`src/rtl/hybrid_cache_pkg.sv`:
```
// Shared types and constants for the hybrid cache line-fill path.
// The writeback option is enabled by defining HYBRID_CACHE_WRITEBACK_EN.
package hybrid_cache_pkg;

    typedef enum logic [2:0] {
        ST_IDLE,
        ST_WB_LOAD,
        ST_WB_SEND,
        ST_FILL,
        ST_DONE
    } fill_state_e;

    localparam logic [1:0] WL_BYTE = 2'b00;
    localparam logic [1:0] WL_HALF = 2'b01;
    localparam logic [1:0] WL_WORD = 2'b10;

    localparam int LINE_LSBBITS = 7;

    // 4-byte words: the low two offset bits select the byte lane.
    function automatic int words_per_line(input int lsbbits);
        return 1 << (lsbbits - 2);
    endfunction

    localparam int WORDS_PER_LINE = words_per_line(LINE_LSBBITS);

endpackage

```
`src/rtl/hybrid_cache_word_counter.sv`:
```
// Word index counter for line transfers: sync clear, enable, terminal-count flag.
module hybrid_cache_word_counter #(
    parameter int WIDTH = 5
) (
    input  logic             clk_i,
    input  logic             reset_i,
    input  logic             clr_i,
    input  logic             en_i,
    output logic [WIDTH-1:0] cnt_o,
    output logic             tc_o
);

    logic [WIDTH-1:0] cnt_q, cnt_d;

    always_comb begin
        cnt_d = cnt_q;
        if (clr_i)
            cnt_d = '0;
        else if (en_i)
            cnt_d = cnt_q + WIDTH'(1);
    end

    always_ff @(posedge clk_i) begin
        if (reset_i)
            cnt_q <= '0;
        else
            cnt_q <= cnt_d;
    end

    assign cnt_o = cnt_q;
    assign tc_o  = &cnt_q;

endmodule

```
`src/rtl/hybrid_cache_linefill.sv`:
```
// Line-fill controller: fetches a full line from main memory into the line memory.
// Define HYBRID_CACHE_WRITEBACK_EN to drain a dirty victim line before the fill.
module hybrid_cache_linefill
    import hybrid_cache_pkg::*;
#(
    parameter int ADDRBITS    = 32,
    parameter int DATABITS    = 32,
    parameter int LSBBITS     = 7,
    parameter int WORDLENBITS = 2
) (
    input  logic                   clk_i,
    input  logic                   reset_i,
    input  logic                   fill_req_i,
    input  logic [ADDRBITS-1:0]    fill_addr_i,
    input  logic                   fill_dirty_i,
    input  logic [ADDRBITS-1:0]    fill_wbaddr_i,
    output logic                   fill_busy_o,
    output logic                   fill_done_o,
    output logic                   mem_req_o,
    output logic                   mem_we_o,
    output logic [ADDRBITS-1:0]    mem_addr_o,
    output logic [DATABITS-1:0]    mem_wdata_o,
    input  logic                   mem_ack_i,
    input  logic                   mem_rvalid_i,
    input  logic [DATABITS-1:0]    mem_rdata_i,
    output logic [LSBBITS-1:0]     line_mem_wraddr_o,
    output logic                   line_mem_we_o,
    output logic [DATABITS-1:0]    line_mem_in_o,
    output logic [WORDLENBITS-1:0] line_mem_in_wordlen_o,
    output logic [LSBBITS-1:0]     line_mem_rdaddr_o,
    input  logic [DATABITS-1:0]    line_mem_out_i
);

    localparam int IDXBITS  = $clog2(words_per_line(LSBBITS));
    localparam int BASEBITS = ADDRBITS - LSBBITS;

    fill_state_e         state_q, state_d;
    logic [BASEBITS-1:0] fill_base_q, fill_base_d;
    logic                iss_all_q, iss_all_d;
    logic [IDXBITS-1:0]  iss_idx, rcv_idx;
    logic                iss_tc, rcv_tc, iss_en, rcv_en, cnt_clr;

    hybrid_cache_word_counter #(.WIDTH(IDXBITS)) u_iss_cnt (
        .clk_i(clk_i), .reset_i(reset_i), .clr_i(cnt_clr), .en_i(iss_en),
        .cnt_o(iss_idx), .tc_o(iss_tc)
    );

    hybrid_cache_word_counter #(.WIDTH(IDXBITS)) u_rcv_cnt (
        .clk_i(clk_i), .reset_i(reset_i), .clr_i(cnt_clr), .en_i(rcv_en),
        .cnt_o(rcv_idx), .tc_o(rcv_tc)
    );

    logic unused_lsb;
    assign unused_lsb = ^{fill_addr_i[LSBBITS-1:0], fill_wbaddr_i[LSBBITS-1:0]};

`ifdef HYBRID_CACHE_WRITEBACK_EN
    logic [BASEBITS-1:0] wb_base_q, wb_base_d;
    logic [DATABITS-1:0] wdata_q, wdata_d, wb_wdata;
    logic                wb_first_q, wb_first_d;
    logic [IDXBITS-1:0]  wb_idx;
    logic                wb_tc, wb_en;

    hybrid_cache_word_counter #(.WIDTH(IDXBITS)) u_wb_cnt (
        .clk_i(clk_i), .reset_i(reset_i), .clr_i(cnt_clr), .en_i(wb_en),
        .cnt_o(wb_idx), .tc_o(wb_tc)
    );

    // Line memory data lands in the first send cycle; hold it while ack is stalled.
    assign wb_wdata = wb_first_q ? line_mem_out_i : wdata_q;
`else
    logic unused_wb;
    assign unused_wb = ^{fill_dirty_i, fill_wbaddr_i, line_mem_out_i};
`endif

    assign line_mem_in_wordlen_o = WORDLENBITS'(WL_WORD);
    assign fill_busy_o           = (state_q != ST_IDLE);

    always_comb begin
        state_d           = state_q;
        fill_base_d       = fill_base_q;
        iss_all_d         = iss_all_q;
        iss_en            = 1'b0;
        rcv_en            = 1'b0;
        cnt_clr           = 1'b0;
        fill_done_o       = 1'b0;
        mem_req_o         = 1'b0;
        mem_we_o          = 1'b0;
        mem_addr_o        = '0;
        mem_wdata_o       = '0;
        line_mem_we_o     = 1'b0;
        line_mem_wraddr_o = '0;
        line_mem_in_o     = '0;
        line_mem_rdaddr_o = '0;
`ifdef HYBRID_CACHE_WRITEBACK_EN
        wb_base_d         = wb_base_q;
        wdata_d           = wdata_q;
        wb_first_d        = wb_first_q;
        wb_en             = 1'b0;
`endif
        case (state_q)
            ST_IDLE: begin
                cnt_clr   = 1'b1;
                iss_all_d = 1'b0;
                if (fill_req_i) begin
                    fill_base_d = fill_addr_i[ADDRBITS-1:LSBBITS];
`ifdef HYBRID_CACHE_WRITEBACK_EN
                    wb_base_d = fill_wbaddr_i[ADDRBITS-1:LSBBITS];
                    state_d   = fill_dirty_i ? ST_WB_LOAD : ST_FILL;
`else
                    state_d   = ST_FILL;
`endif
                end
            end
`ifdef HYBRID_CACHE_WRITEBACK_EN
            ST_WB_LOAD: begin
                line_mem_rdaddr_o = {wb_idx, 2'b00};
                wb_first_d        = 1'b1;
                state_d           = ST_WB_SEND;
            end
            ST_WB_SEND: begin
                mem_req_o   = 1'b1;
                mem_we_o    = 1'b1;
                mem_addr_o  = {wb_base_q, wb_idx, 2'b00};
                mem_wdata_o = wb_wdata;
                wdata_d     = wb_wdata;
                wb_first_d  = 1'b0;
                if (mem_ack_i) begin
                    wb_en   = 1'b1;
                    state_d = wb_tc ? ST_FILL : ST_WB_LOAD;
                end
            end
`endif
            ST_FILL: begin
                if (!iss_all_q) begin
                    mem_req_o  = 1'b1;
                    mem_addr_o = {fill_base_q, iss_idx, 2'b00};
                    if (mem_ack_i) begin
                        iss_en = 1'b1;
                        if (iss_tc)
                            iss_all_d = 1'b1;
                    end
                end
                // Returned data is never backpressured; write it straight through.
                if (mem_rvalid_i) begin
                    line_mem_we_o     = 1'b1;
                    line_mem_wraddr_o = {rcv_idx, 2'b00};
                    line_mem_in_o     = mem_rdata_i;
                    rcv_en            = 1'b1;
                    if (rcv_tc)
                        state_d = ST_DONE;
                end
            end
            ST_DONE: begin
                fill_done_o = 1'b1;
                state_d     = ST_IDLE;
            end
            default: state_d = ST_IDLE;
        endcase
    end

    always_ff @(posedge clk_i) begin
        if (reset_i) begin
            state_q     <= ST_IDLE;
            fill_base_q <= '0;
            iss_all_q   <= 1'b0;
`ifdef HYBRID_CACHE_WRITEBACK_EN
            wb_base_q   <= '0;
            wdata_q     <= '0;
            wb_first_q  <= 1'b0;
`endif
        end else begin
            state_q     <= state_d;
            fill_base_q <= fill_base_d;
            iss_all_q   <= iss_all_d;
`ifdef HYBRID_CACHE_WRITEBACK_EN
            wb_base_q   <= wb_base_d;
            wdata_q     <= wdata_d;
            wb_first_q  <= wb_first_d;
`endif
        end
    end

endmodule

```
`config.mk`:
```
export PLATFORM = sky130hd
export DESIGN_NAME = hybrid_cache_linefill
export DESIGN_NICKNAME = d
export VERILOG_FILES = /design/src/rtl/hybrid_cache_pkg.sv /design/src/rtl/hybrid_cache_word_counter.sv /design/src/rtl/hybrid_cache_linefill.sv
export SDC_FILE = /design/constraint.sdc
export NUM_CORES = 1
export LEC_CHECK = 0
export ABC_AREA = 1
export BUFFER_PORTS_ARGS = -buffer_cell sky130_fd_sc_hd__buf_2
export CELL_PAD_IN_SITES_DETAIL_PLACEMENT = 1
export CELL_PAD_IN_SITES_GLOBAL_PLACEMENT = 1
export CORE_MARGIN = 8
export CORE_UTILIZATION = 23
export DETAILED_ROUTE_END_ITERATION = 16
export PLACE_DENSITY_LB_ADDON = 0.3
export SETUP_SLACK_MARGIN = 0.05
export SYNTH_ARGS = -nofsm -noshare
export SYNTH_HDL_FRONTEND = slang
export SYNTH_SLANG_ARGS = --single-unit
export TNS_END_PERCENT = 5
```
`constraint.sdc`:
```
create_clock -name clk_i -period 2.26 [get_ports clk_i]
set_input_delay 0.226 -clock clk_i [delete_from_list [all_inputs] [get_ports clk_i]]
set_output_delay 0.226 -clock clk_i [all_outputs]
set_load 0.02 [all_outputs]
```
==> impl_metrics.ini, run 1 <==
[drt]
drc_errors = 0
vias = 2616
drtAntennaViolNets = 0
wl_per_cell_um = 13.6
routed_wl_um = 8720
drtPass1Iterations = 4
viasPerCell = 4.07
drt_iter0_drc = 143

[timing]
fin_crit_sh = 0.811
clock.fmax_mhz = 546
rsz0062_at_grt = no
period_minus_slack_ns = 1.83
slew_violations = 0
setup_viol = 0
finClkSkew_ns = 0.00367
slew_headroom = 0.582
tightest_slew_ns = 0.627
setup_tns_ns = 0
final_hold_viol_count = 0

[clock_network]
cts-hold-fix-buffers = 0
root_buffer = clkbuf_8
clock_sinks = 38
numCtsBuffers = 5
h-tree-depth = 2
ctsResizeCount = 0
clkTransAtPathRegs_ns = 0.08
cts_setup_buffers = 0
clk_latency_ns = 0.29
clockBufferDepth = 2
cts_tree = done

[yosys]
yosysTopAreaCell = dfxtp_1
synthArstFlopShare = 0
yosys_register_bits = 38
ys_seq_area_frac = 0.316
synth_edf_count = 0
synth_ff_type = dfxtp_1
synth_cells = 385
synth_top_area_frac = 0.316
yosys_warnings = 0
synthTopCellsByArea = dfxtp_1 32%, nor2_1 19%, buf_4 14%
ys_types = 23
avgSynthCellArea_um2 = 6.26
syn-cell-area_mm2 = 0.00241

[floorplanning]
die-width_um = 118
io_pins = 251
die_h_um = 118
fp.coreArea_mm2 = 0.0102
die_area_mm2 = 0.0140
start_util = 0.235
rows = 37

[job]
maxCapViolCount = 0

[critical_path]
critical_path.endpoint_type = output port
cp_top_family = buffers and inverters
timing.rr.start = iss_all_q
critPathBufInv = 3
critPathKind = register to output port
cp-startpoint = state_q[2]
regToRegSetupSlack_ns = 0.78
slowest_delay_ns = 0.41
cp.arrival_ns = 1.61
startpoint_type = register
rr_worst_depth = 6
cp_slowest_cell = buf_4
critPathMaxFanout = 46
cp_cell_sequence = inv_2 -> nand2_2 -> buf_4 -> nor2_1 -> buf_2
required_ns = 2.03
path_depth = 5

[power_and_ir_drop]
power.leakage_uw = 0.00168
ir_worst_vdd_uv = 273
pwr_density_cell_mw_per_mm2 = 595

[finish]
instances_no_fill = 643
mostFrequentLayoutCells = 132 x buf_2, 119 x nor2_1, 85 x nand2_1, 46 x conb_1, 38 x dfxtp_1
drive_above_1_share = 0.302
fin_nets = 644
area_growth_pct = 29.1
post-route-util = 0.304
diodes = 0
layout_commonest_cell = buf_2
nFillCells = 1391
postLayoutCellArea_mm2 = 0.00311

[hold_path]
min_path_cells = 2
worstHoldStart = reset_i
hp-class = input port to register

[global_route]
grtUsageTotal = 0.120
grt_max_degree = 47
grt_pass1_wl_um = 14200
antenna_found_initial = 1
globalRouteOverflowTotal = 0
grt_pass1_vias = 2764

[place]
io_buffers = 132
dp.cells = 635
place_area_mm2 = 0.00297
dpl.hpwl_um = 6930
gp_congestion = 0.732

[outcome]
status = completed
[state kept, by name, indices dropped and copies added (netlist names)]
register	count
iss_all_q	1
u_rcv_cnt.cnt_o	5
fill_base_q	25
u_iss_cnt.cnt_o	5
state_q	2
[through the flow]
step / hold WS, ns / worst slack [ns] / power [uW]
after floorplan: 0.295 / 0.724 / 1100
final: 0.129 / 0.428 / 1850
after CTS: 0.113 / 0.365 / 1890
after detailed placement: 0.427 / 0.675 / 1170
after global routing: 0.127 / 0.273 / 1960
after global placement: 0.421 / 0.717 / 1160
[layout make-up]
cell class	instances	area (um2)	area share
multi-input combinational	306	1270	0.410
clock buffer	5	68.8	0.0221
tap	136	170	0.0547
inverter	19	76.3	0.0245
timing repair buffer	136	691	0.222
sequential	38	761	0.245
clock inverter	3	68.8	0.0221
[final timing paths]
path | end
worst max register to register | u_iss_cnt.cnt_o[2]
worst min-delay path | state_q[1]
worst max-delay path | line_mem_wraddr_o[4]
worst min register to register | fill_base_q[15]
[per-layer routing]
layer	vias up	wire [um]	global-route usage
li1	1318	-	-
met1	1172	3980	0.145
met2	120	3980	0.204
met3	4	725	0.0438
met4	2	23	0.0192
met5	-	13	0
[cell families after synthesis]
logic type / after synthesis / synth area share
and+or+nand+nor: 215 / 0.349
buffers and inverters: 85 / 0.223
AOI/OAI and AO/OA: 39 / 0.0810
DFF: 38 / 0.316
adders and majority gates: 4 / 0.0208
xor gates and xnor gates: 2 / 0.00727
other: 2 / 0.00312
[cell usage after synthesis (2+ instances only)]
| cell | instances |
|---|---|
| nor2_1 | 119 |
| nand2_1 | 85 |
| buf_4 | 46 |
| dfxtp_1 | 38 |
| o21ai_0 | 21 |
| inv_1 | 15 |
| a21oi_1 | 13 |
| buf_2 | 9 |
| clkbuf_1 | 7 |
| o21ai_1 | 5 |
| buf_6 | 4 |
| ha_1 | 4 |
| nand3_1 | 4 |
| inv_2 | 3 |
| conb_1 | 2 |
| nand2_2 | 2 |
| xor2_1 | 2 |
[where the power goes]
part / leakage (uW) / internal, uW / total, uW / switching [uW]
Sequential: 0.000312 / 709 / 728 / 19.4
Combinational: 0.00129 / 125 / 422 / 297
Clock: 0.0000683 / 443 / 701 / 258
Note: power is estimated with default switching activity, not from simulation.
==> run 2, diff against run 1 <==
Settings changed: ABC_AREA 1 to 0, CORE_UTILIZATION 23 to 22.
Clock period 2.26 ns to 1.85 ns, I/O delays scaled along.
==> run 2 against run 1 <==
Design area fell by 2.3%. Register-to-register slack got worse by 0.38 ns. Critical path depth fell by 1. Combinational power fell by 1%. Sequential share of layout area rose by 0.65 points. Critical endpoint is now line_mem_in_o[1]. Largest power group unchanged. Highest routed layer unchanged.
==> impl_metrics.ini, run 2 <==
[global_route]
grt_pass1_wl_um = 12000
antenna_found_initial = 1
grtUsageTotal = 0.102
grt_pass1_vias = 2402
grt_max_degree = 30
globalRouteOverflowTotal = 0

[power_and_ir_drop]
ir_worst_vdd_uv = 239
power.leakage_uw = 0.00161
pwr_density_cell_mw_per_mm2 = 623

[drt]
routed_wl_um = 7310
drt_iter0_drc = 40
drtAntennaViolNets = 0
viasPerCell = 3.88
drc_errors = 0
wl_per_cell_um = 13.0
drtPass1Iterations = 3
vias = 2183

[floorplanning]
rows = 37
die_area_mm2 = 0.0141
die-width_um = 119
die_h_um = 119
fp.coreArea_mm2 = 0.0103
start_util = 0.226
io_pins = 251

[critical_path]
critical_path.endpoint_type = output port
startpoint_type = register
cp.arrival_ns = 1.49
critPathKind = register to output port
critPathMaxFanout = 16
required_ns = 1.66

[clock_network]
root_buffer = clkbuf_8
cts-hold-fix-buffers = 0
clkTransAtPathRegs_ns = 0.09
h-tree-depth = 2
clock_sinks = 38
numCtsBuffers = 5
clk_latency_ns = 0.29
clockBufferDepth = 2
cts_tree = done

[timing]
finClkSkew_ns = 0.00849
final_hold_viol_count = 0
setup_tns_ns = 0
fin_crit_sh = 0.907
slew_violations = 0
clock.fmax_mhz = 596
rsz0062_at_grt = yes
period_minus_slack_ns = 1.68
setup_viol = 0

[yosys]
avgSynthCellArea_um2 = 7.74
synth_edf_count = 0
yosys_warnings = 0
synth_common_cells = 65 x and2_1, 51 x nand2_1, 47 x buf_4
synth_cells = 300
yosysMostFrequentCell = and2_1
synth_ff_type = dfxtp_1
ys_types = 33
yosysTopAreaCell = dfxtp_1
syn-cell-area_mm2 = 0.00232
synthTopCellsByArea = dfxtp_1 33%, and2_1 18%, buf_4 15%
synth_top_area_frac = 0.328
ys_seq_area_frac = 0.328
yosys_register_bits = 38
synthArstFlopShare = 0

[finish]
top_register = fill_base_q
drive_above_1_share = 0.369
largest_reg_flops = 25
mostFrequentLayoutCells = 132 x buf_2, 65 x and2_1, 51 x nand2_1, 46 x conb_1, 36 x dfxtp_1
postLayoutCellArea_mm2 = 0.00304
layout_commonest_cell = buf_2
area_growth_pct = 31.0
fin_nets = 563
diodes = 0

[outcome]
status = completed

[place]
dpl.hpwl_um = 5910
gp_congestion = 0.727
io_buffers = 132
place_area_mm2 = 0.00294

[hold_path]
hp-class = input port to register

[job]
maxCapViolCount = 0
-- run 2: power by group --
| part | internal (uW) | total (uW) | switching (uW) |
|---|---|---|---|
| Combinational | 143 | 417 | 274 |
| Sequential | 851 | 868 | 16.8 |
| Clock | 300 | 610 | 310 |
-- run 2: critical path, stage by stage, from the launching register on --
cell	delay [ns]
dfxtp_2	0.45
and3b_1	0.24
buf_4	0.19
and2_1	0.17
buf_2	0.15
-- run 2: final timing paths --
| kind | endpoint | from | slack [ns] | cells past startpoint |
|---|---|---|---|---|
| worst max-delay path | line_mem_in_o[1] | state_q[2] | 0.17 | 4 |
| worst min-delay path | fill_base_q[18] | fill_addr_i[25] | 0.13 | 3 |
| worst min register to register | fill_base_q[13] | fill_base_q[13] | 0.45 | 2 |
| worst max register to register | fill_base_q[8] | state_q[1] | 0.40 | 5 |
-- run 2: final cells by class --
type,instances,area (um2)
Clock buffer,6,82.6
Clock inverter,2,12.5
Fill cell,1335,7240
Inverter,4,15.0
Multi-Input combinational cell,236,1260
Sequential cell,38,763
Tap cell,136,170
Timing Repair Buffer,140,737
-- run 2: cell families (layout without fill, tap and decap cells) --
group / count (synthesis) / count (layout) / synth area share
AOI/OAI and AO/OA: 30 / 30 / 0.0706
xor gates and xnor gates: 3 / 3 / 0.0113
adders and majority gates: 4 / 4 / 0.0216
buffers and inverters: 70 / 152 / 0.202
DFF: 38 / 38 / 0.328
muxes: 6 / 6 / 0.0270
other: 2 / 46 / 0.00324
and+or+nand+nor: 147 / 147 / 0.337
-- run 2: stage by stage --
stage	hold WS (ns)	total power, uW	setup WS (ns)	utilization	instances
floorplan	0.303	1230	0.376	-	344
global placement	0.432	1300	0.319	0.286	554
detailed placement	0.435	1310	0.312	0.286	554
CTS	0.113	1950	0.0168	0.295	562
global route	0.117	2030	0.0457	0.296	562
finish	0.126	1890	0.172	0.296	562
-- run 2: metal layers --
layer / vias to the layer above / GRT usage / routed length, um
li1: 1099 / - / -
met2: 102 / 0.178 / 3530
met1: 976 / 0.101 / 2870
met4: 2 / 0.0213 / 25
met5: - / 0 / 11
met3: 4 / 0.0614 / 867
-- run 2: what timing repair did --
action	4_1_cts	5_1_grt
endpoints found under the setup margin	65	66
gates cloned	0	0
setup buffers	0	0
hold endpoints to repair	0	0
gates resized for setup	1	2
